[src/rtl/ddc_polyphase_decim.sv]
// ddc_polyphase_decim: 8-lane I/Q adder tree followed by a decimating accumulator with rounding and saturation
module ddc_polyphase_decim #(
  parameter int IN_WIDTH = 18,
  parameter int CHANNEL_NUM = 8,
  parameter int RATIO_WIDTH = 8,
  parameter int OUT_WIDTH = 16,
  parameter int ACC_WIDTH = IN_WIDTH + 3 + RATIO_WIDTH
) (
  input  logic                   clk,
  input  logic                   srst,
  input  logic [IN_WIDTH-1:0]    mix_in_1i,
  input  logic [IN_WIDTH-1:0]    mix_in_2i,
  input  logic [IN_WIDTH-1:0]    mix_in_3i,
  input  logic [IN_WIDTH-1:0]    mix_in_4i,
  input  logic [IN_WIDTH-1:0]    mix_in_5i,
  input  logic [IN_WIDTH-1:0]    mix_in_6i,
  input  logic [IN_WIDTH-1:0]    mix_in_7i,
  input  logic [IN_WIDTH-1:0]    mix_in_8i,
  input  logic [IN_WIDTH-1:0]    mix_in_1q,
  input  logic [IN_WIDTH-1:0]    mix_in_2q,
  input  logic [IN_WIDTH-1:0]    mix_in_3q,
  input  logic [IN_WIDTH-1:0]    mix_in_4q,
  input  logic [IN_WIDTH-1:0]    mix_in_5q,
  input  logic [IN_WIDTH-1:0]    mix_in_6q,
  input  logic [IN_WIDTH-1:0]    mix_in_7q,
  input  logic [IN_WIDTH-1:0]    mix_in_8q,
  input  logic                   din_valid,
  input  logic [RATIO_WIDTH-1:0] dec_ratio,
  input  logic [4:0]             out_shift,
  output logic [OUT_WIDTH-1:0]   dout_i,
  output logic [OUT_WIDTH-1:0]   dout_q,
  output logic                   dout_valid,
  output logic                   dout_sat
);
  localparam int SW = IN_WIDTH + 3;
  localparam logic signed [ACC_WIDTH:0] MAXV = {{(ACC_WIDTH-OUT_WIDTH+2){1'b0}}, {(OUT_WIDTH-1){1'b1}}};
  localparam logic signed [ACC_WIDTH:0] MINV = ~MAXV;
  logic signed [IN_WIDTH-1:0] lane_i [CHANNEL_NUM];
  logic signed [IN_WIDTH-1:0] lane_q [CHANNEL_NUM];
  logic signed [SW-1:0] s0_i [CHANNEL_NUM];
  logic signed [SW-1:0] s0_q [CHANNEL_NUM];
  logic signed [SW-1:0] s1_i [CHANNEL_NUM/2];
  logic signed [SW-1:0] s1_q [CHANNEL_NUM/2];
  logic signed [SW-1:0] s2_i [CHANNEL_NUM/4];
  logic signed [SW-1:0] s2_q [CHANNEL_NUM/4];
  logic signed [SW-1:0] s3_i, s3_q;
  logic [3:0] v;
  logic [RATIO_WIDTH-1:0] cnt, ratio_reg, ratio_in, ratio_eff;
  logic [4:0] shift_reg, shift_in;
  logic signed [ACC_WIDTH-1:0] acc_i, acc_q, sum_i, sum_q, dump_i, dump_q;
  logic dump_v, first, last;
  logic [OUT_WIDTH:0] oi, oq;
  assign lane_i = '{mix_in_1i, mix_in_2i, mix_in_3i, mix_in_4i, mix_in_5i, mix_in_6i, mix_in_7i, mix_in_8i};
  assign lane_q = '{mix_in_1q, mix_in_2q, mix_in_3q, mix_in_4q, mix_in_5q, mix_in_6q, mix_in_7q, mix_in_8q};
  function automatic logic [OUT_WIDTH:0] scale(input logic signed [ACC_WIDTH-1:0] x, input logic [4:0] s);
    logic signed [ACC_WIDTH:0] b, r;
    b = (s == 5'd0) ? '0 : ((ACC_WIDTH+1)'(1) << (s - 5'd1));
    r = ($signed({x[ACC_WIDTH-1], x}) + b) >>> s;
    return r > MAXV ? {1'b1, MAXV[OUT_WIDTH-1:0]} : r < MINV ? {1'b1, MINV[OUT_WIDTH-1:0]} : {1'b0, r[OUT_WIDTH-1:0]};
  endfunction
  always_ff @(posedge clk) begin
    if (srst) begin
      s0_i <= '{default: '0};
      s0_q <= '{default: '0};
      s1_i <= '{default: '0};
      s1_q <= '{default: '0};
      s2_i <= '{default: '0};
      s2_q <= '{default: '0};
      s3_i <= '0;
      s3_q <= '0;
      v <= '0;
    end else begin
      for (int k = 0; k < CHANNEL_NUM; k++) begin
        s0_i[k] <= SW'(lane_i[k]);
        s0_q[k] <= SW'(lane_q[k]);
      end
      for (int k = 0; k < CHANNEL_NUM/2; k++) begin
        s1_i[k] <= s0_i[2*k] + s0_i[2*k+1];
        s1_q[k] <= s0_q[2*k] + s0_q[2*k+1];
      end
      for (int k = 0; k < CHANNEL_NUM/4; k++) begin
        s2_i[k] <= s1_i[2*k] + s1_i[2*k+1];
        s2_q[k] <= s1_q[2*k] + s1_q[2*k+1];
      end
      s3_i <= s2_i[0] + s2_i[1];
      s3_q <= s2_q[0] + s2_q[1];
      v <= {v[2:0], din_valid};
    end
  end
  always_comb begin
    ratio_in = (dec_ratio == '0) ? RATIO_WIDTH'(1) : dec_ratio;
    shift_in = (out_shift > 5'd28) ? 5'd28 : out_shift;
    first = cnt == '0;
    ratio_eff = first ? ratio_in : ratio_reg;
    last = cnt == ratio_eff - RATIO_WIDTH'(1);
    sum_i = (first ? '0 : acc_i) + ACC_WIDTH'(s3_i);
    sum_q = (first ? '0 : acc_q) + ACC_WIDTH'(s3_q);
    oi = scale(dump_i, shift_reg);
    oq = scale(dump_q, shift_reg);
  end
  always_ff @(posedge clk) begin
    if (srst) begin
      cnt <= '0;
      acc_i <= '0;
      acc_q <= '0;
      dump_i <= '0;
      dump_q <= '0;
      dump_v <= 1'b0;
      ratio_reg <= ratio_in;
      shift_reg <= shift_in;
    end else begin
      dump_v <= v[3] && last;
      if (v[3]) begin
        acc_i <= sum_i;
        acc_q <= sum_q;
        cnt <= last ? '0 : cnt + RATIO_WIDTH'(1);
        if (first) begin
          ratio_reg <= ratio_in;
          shift_reg <= shift_in;
        end
        if (last) begin
          dump_i <= sum_i;
          dump_q <= sum_q;
        end
      end
    end
  end
  always_ff @(posedge clk) begin
    if (srst) begin
      dout_i <= '0;
      dout_q <= '0;
      dout_valid <= 1'b0;
      dout_sat <= 1'b0;
    end else begin
      dout_valid <= dump_v;
      if (dump_v) begin
        dout_i <= oi[OUT_WIDTH-1:0];
        dout_q <= oq[OUT_WIDTH-1:0];
        dout_sat <= oi[OUT_WIDTH] | oq[OUT_WIDTH];
      end
    end
  end
endmodule

[config.mk]
export PLATFORM = sky130hd
export DESIGN_NAME = ddc_polyphase_decim
export DESIGN_NICKNAME = d
export VERILOG_FILES = /design/src/rtl/ddc_polyphase_decim.sv
export SDC_FILE = /design/constraint.sdc
export NUM_CORES = 2
export LEC_CHECK = 0
export BUFFER_PORTS_ARGS = -buffer_cell sky130_fd_sc_hd__buf_2
export CAP_MARGIN = 15
export CORE_ASPECT_RATIO = 1.1
export CORE_MARGIN = 4
export CORE_UTILIZATION = 45
export DETAILED_ROUTE_END_ITERATION = 7
export HOLD_SLACK_MARGIN = 0.05
export RECOVER_POWER = 50
export SYNTH_ARGS = -nofsm -noshare
export SYNTH_HDL_FRONTEND = slang
export SYNTH_SLANG_ARGS = --single-unit
[constraint.sdc]
create_clock -name clk -period 9.8 [get_ports clk]
set_input_delay 1.96 -clock clk [delete_from_list [all_inputs] [get_ports clk]]
set_output_delay 1.96 -clock clk [all_outputs]
set_load 0.01 [all_outputs]
Word-level counts from Yosys, hierarchy flattened
Index checks and enable logic that the tools add are counted.
- logic and storage cells: 98
- bits of input ports: 304
- flip-flop bits (word level): 758
- $add $sub $neg: 21
- muxes and demuxes: 16
- bitwise logic cells: 1
- reduce and logical (&&, ||, !) cells: 8
- magnitude comparators: 5
- equal/unequal tests: 1
- shifts and indexed selects: 3
- operators by type and width (kind ; count):
    18-bit by 18-bit adder with 19-bit output ; 8
    21-bit adder ; 6
    17-bit 2-to-1 mux ; 4
    29-bit by 30-bit adder with 30-bit output ; 2
    30-bit by 16-bit > comparator with 1-bit output, second input constant ; 2
    30-bit by 16-bit less-than comparator with 1-bit output, second input constant ; 2
    30-bit by 5-bit >>> shifter with 30-bit output ; 2
    29-bit adder ; 2
    29-bit 2-to-1 mux ; 2
    8-bit 2-to-1 mux ; 5
    30-bit 2-to-1 mux ; 1
    1-bit by 5-bit << shifter with 30-bit output, first input constant ; 1
    5-bit 2-to-1 mux ; 4
    8-bit zero test ; 2
    8-bit by 1-bit adder with 8-bit output, second input constant ; 1
    8-bit equality test ; 1
    8-bit by 1-bit subtractor with 8-bit output, second input constant ; 1
    5-bit > comparator, second input constant ; 1
    5-bit zero test ; 1
    5-bit by 1-bit subtractor with 5-bit output, second input constant ; 1
    2-bit AND reduction ; 2
    2-bit nonzero test ; 2
    1-bit logical AND ; 1
    1-bit OR ; 1

Logic depth before layout (Yosys ltp)
- depth after elaboration: 9
- mapped depth: 26
- gate-level depth less buffers: 23

Worst setup path before layout
Ideal clock, no wire load.
- kind: reg-to-reg
- start: register shift_reg[1]
- end: register dout_i[5]
- arrival: 5.427 ns
- buffers on the path: 5
- data required time: 9.708 ns
- cell stages (with the launch flop): 23
- path slack: 4.281 ns
- cells stage by stage: edfxtp_1 > or2_2 > clkbuf_1 > clkbuf_1 > nor2_1 > ha_1 > and3_1 > a2111o_1 > maj3_1 > a31oi_1 > o211ai_1 > nor3_2 > nor4_1 > o31ai_1 > nand2_1 > clkbuf_1 > mux4_2 > a2111oi_0 > nand3_1 > and2_1 > clkbuf_1 > buf_2 > o32ai_1
- cells in the longest elaborated chain, start to end: 8
- elaborated cells between the ends (all ways): 10
- classes of those cells: 2 x add/sub; 2 x order compare; 2 x shift; 3 x mux; 1 x reduce/logical
- RTL lines (item ; RTL line ; source):
    start: declaration ; 49 ; logic [4:0] shift_reg, shift_in;
    start signal: assignment ; 110 ; shift_reg <= shift_in;
    start signal: assignment ; 119 ; shift_reg <= shift_in;
    5-bit by 1-bit subtractor with 5-bit output ; 57 ; b = (s == 5'd0) ? '0 : ((ACC_WIDTH+1)'(1) << (s - 5'd1));
    1-bit by 5-bit << shifter with 30-bit output ; 57 ;
    30-bit 2-to-1 mux ; 57 ;
    29-bit by 30-bit adder with 30-bit output ; 58 ; r = ($signed({x[ACC_WIDTH-1], x}) + b) >>> s;
    30-bit by 5-bit >>> shifter with 30-bit output (*) ; 58 ;
    30-bit by 16-bit less-than comparator with 1-bit output ; 59 ; return r > MAXV ? {1'b1, MAXV[OUT_WIDTH-1:0]} : r < MINV ? {1'b1, MINV[OUT_WIDTH-1:0]} : {1'b0, r[OUT_WIDTH-1: ...
    17-bit 2-to-1 mux ; 59 ;
    17-bit 2-to-1 mux (*) ; 59 ;
    end signal: assignment ; 137 ; dout_i <= oi[OUT_WIDTH-1:0];
    end: declaration ; 30 ; output logic [OUT_WIDTH-1:0] dout_i,
Every way passes the cells marked *; elsewhere a longest branch is shown, timed or not.
A chain may end at the register's enable or synchronous reset.

==> implementation parameters <==
Parameter                              Value

Place
  HPWL after detailed placement ... roughly 88000 um
  Final Wtd Congestion ... roughly 1
  I/O Buffers ... 337

STA
  Final Hold Fails ... 0
  Fin crit share ... 81.7%
  Hold Slack ... 455 ps
  Summed negative setup slack over all endpoints ... 0 ps
  Transition time at the pin with the least slew margin ... 3720 ps
  Highest Clock Rate ... 0.125 GHz
  Max-slew violation count ... 460
  Unrepaired setup endpoints after global routing ... no
  Max Clock Skew ... 18.9 ps
  Count of final setup violators ... 0
  Worst rel slew slack ... -148%
  Minimum clock period after layout ... 8000 ps

Floorplan
  Core region area ... 92800 sq um
  Boundary Pins ... 338
  Effective utilization at floorplan ... about 45%
  Std-Cell Rows ... 117
  Die Ht ... about 330 um
  Total Die Area ... between 90000 and 100000 sq um
  Die X ... ~300 um

Clock tree
  Skew-Pair Late Insertion Delay ... ~620 ps
  Maximum clock insertion buffer count ... 3
  Count of hold buffers inserted by post-cts repair ... 0
  Clock slew at reported path FFs ... 60 ps
  Cell at the root of the clock tree ... sky130_fd_sc_hd__clkbuf_16
  H-tree depth reported by CTS ... 3
  Post CTS Setup Buffer Count ... 0
  Number of CTS-inserted buffers ... 81
  Post-cts gate resize count ... 0
  TritonCTS clock tree ... built
  Number of clock sinks ... 742

Worst setup path
  Maximum fanout count along the critical path ... 86
  Worst setup SP type ... input port
  Critical path endpoint category ... flip-flop
  Critical Path RT ... between 10000 and 15000 ps
  Crit path kind ... in2reg
  Most repeated library cell on the critical path ... sky130_fd_sc_hd__clkbuf_1
  Data arrival, critical path ... ~8500 ps
  CP Cell Sequence ... clkbuf_1 > clkbuf_1 > buf_4 > nor2b_1 > mux2_2
  Slowest Stage Delay on Critical Path ... 2570 ps
  Highest-delay cell along the critical path ... sky130_fd_sc_hd__clkbuf_1

Yosys
  Post-synth design cell area ... 42200 sq um
  Most instantiated flip-flop cell in the synthesis netlist ... sky130_fd_sc_hd__dfxtp_1
  Number of flops mapped to enable cells by yosys ... 13
  Share of the synthesized netlist area taken by xor and xnor gates ... 5.69%
  Yosys synthesis warning count ... 0
  Flops & latches, synth ... between 700 and 800
  Post-synthesis share of cell area spent on and, or, nand and nor gates ... 20.4%
  Fraction of the mapped netlist area in compound gates ... 17.4%
  Yosys cell types ... 99
  Mux contribution to synthesized area ... ~5.2%
  Average cell area after synthesis ... 8.58 sq um
  Adder-cell area share of the yosys netlist ... 11.6%
  Number of standard cells after synthesis ... 4915
  Dominant combinational cell family by area after synthesis ... simple AND/OR/NAND/NOR gates
  Sequential share of the synthesized area ... 35.5%
  Proportion of register bits with asynchronous set or reset after synthesis ... 0%
  Synthesized net count ... 5590

Final layout
  Net count of the finished layout ... 5823
  Syn-to-layout area delta ... 12.9%
  Fraction of final layout cells sized beyond drive strength 1 ... 10.9%
  Biggest regs ... s0_i (144), s0_q (144)
  Top library cells by usage in the layout, fill and taps aside ... sky130_fd_sc_hd__dfxtp_1, sky130_fd_sc_hd__nor2_1, sky130_fd_sc_hd__nor2b_1, sky130_fd_sc_hd__ha_1, sky130_fd_sc_hd__buf_2
  Most frequent standard cell in the layout excluding fill and tap cells ... sky130_fd_sc_hd__dfxtp_1
  Filler Cell Count ... about 9000

Routing
  DR WL/cell ... ~18 um
  Final antenna-violating net count ... 0
  Total via count in the routed design ... ~35000
  Drt drc ... 0
  Number of iterations in the first detailed-routing pass ... 8
  Initial DRC Count ... roughly 2000
  DRT Wirelength ... 114000 um
  Drt via density ... 5.37

Power
  Lkg Pwr ... between 0.02 and 0.025 uW
  Power density normalized to cell area ... 162 nW/um^2
  Peak supply drop ... 128 uV

Run
  Max_cap viols ... 4

GRT
  Via count of the first global-routing pass ... between 30000 and 40000
  First-pass GRT wire length ... between 150000 and 200000 um
  Overflow left after global routing ... 0
  Number of antenna violations at the first check in global routing ... 7
  Pin count of the biggest net entering global routing ... 211
  Overall track demand over capacity in global routing ... roughly 23%

Status
  Violations in the final reports ... capacitance limit, slew limit
  Status ... finished with violations

Hold path
  Worst hold path type ... reg2reg
[critical path, delay by kind of cell]
family | cells | cell delay, ps
buf+inv | 3 | 6060
mux | 1 | 280
simple gates | 1 | 90
[cell type report]
type	instances	area, sq um	area share [%]
clock buffer	108	2280	4.79
clock inverter	40	537	1.13
antenna	3	7.51	0.0158
inverter	241	905	1.90
multi-input combinational	3711	25400	53.4
sequential	742	15000	31.5
tap	1249	1560	3.28
timing repair buffer	371	1890	3.97
[kinds of logic after synthesis]
kind of cell | count (synthesis)
AOI/OAI and AO/OA | 1131
buffers and inverters | 462
adders and majority gates | 382
muxes | 193
and+or+nand+nor | 1734
DFF | 742
xor gates and xnor gates | 271
[stage by stage]
stage	setup slack [ps]	utilization (%)	total power [uW]	std cells	cell area, sq um
floorplan	4280	-	4230	4915	42200
global placement	2430	48.3	4580	6313	44800
detailed placement	2270	48.3	4580	6313	44800
CTS	2250	51.4	7800	6461	47700
global route	1170	51.3	8090	6464	47600
finish	1800	51.3	7700	6465	47600
[final timing paths]
kind | start | to | slack, ps | cells past startpoint
setup / recovery | srst | s2_i[18]$_SDFF_PP0_ | 1800 | 5
hold / removal | v[1]$_SDFF_PP0_ | v[2]$_SDFF_PP0_ | 460 | 1
setup reg to reg | shift_reg[0]$_SDFFCE_PN0P_ | dout_i[14]$_SDFFE_PP0P_ | 2360 | 19
hold reg to reg | v[1]$_SDFF_PP0_ | v[2]$_SDFF_PP0_ | 460 | 1
[cell usage after synthesis (all sizes together) (17+ instances only)]
| cell type | instances | share of area, % |
|---|---|---|
| mux2 | 24 | 0.64 |
| nand2 | 240 | 2.1 |
| o41ai | 19 | 0.41 |
| fa | 18 | 0.85 |
| xor2 | 84 | 1.7 |
| o31ai | 21 | 0.37 |
| nand3 | 62 | 0.74 |
| clkbuf | 186 | 1.7 |
| nor3 | 162 | 1.9 |
| mux2i | 152 | 3.6 |
| a31oi | 43 | 0.64 |
| nand4 | 22 | 0.33 |
| ha | 353 | 10 |
| o21a | 28 | 0.50 |
| nand2b | 46 | 0.68 |
| o211ai | 46 | 0.82 |
| inv | 241 | 2.1 |
| buf | 35 | 0.39 |
| a21boi | 73 | 1.3 |
| and2 | 95 | 1.4 |
| a21o | 79 | 1.4 |
| nor2b | 369 | 5.5 |
| a211oi | 71 | 1.3 |
| o21ai | 281 | 3.3 |
| a21oi | 273 | 3.2 |
| xnor2 | 185 | 3.8 |
| mux4 | 17 | 0.91 |
| dfxtp | 729 | 35 |
| or3 | 27 | 0.42 |
| nor2 | 597 | 5.3 |
| and3 | 39 | 0.58 |
[power breakdown]
| group | internal (uW) | switching [uW] | leakage (uW) |
|---|---|---|---|
| logic | 509 | 681 | 0.0130 |
| clock network | 1910 | 1260 | 0.00138 |
| registers | 3240 | 97.4 | 0.00614 |
[metal layers]
layer	GRT usage [%]	vias up	part of all wire, %
li1	-	17600	-
met1	30.1	16000	46
met2	36.8	871	45
met3	3.12	230	4.8
met4	9.25	4	4.1
met5	0	-	0.035
Power figures use the tool's default switching activity.
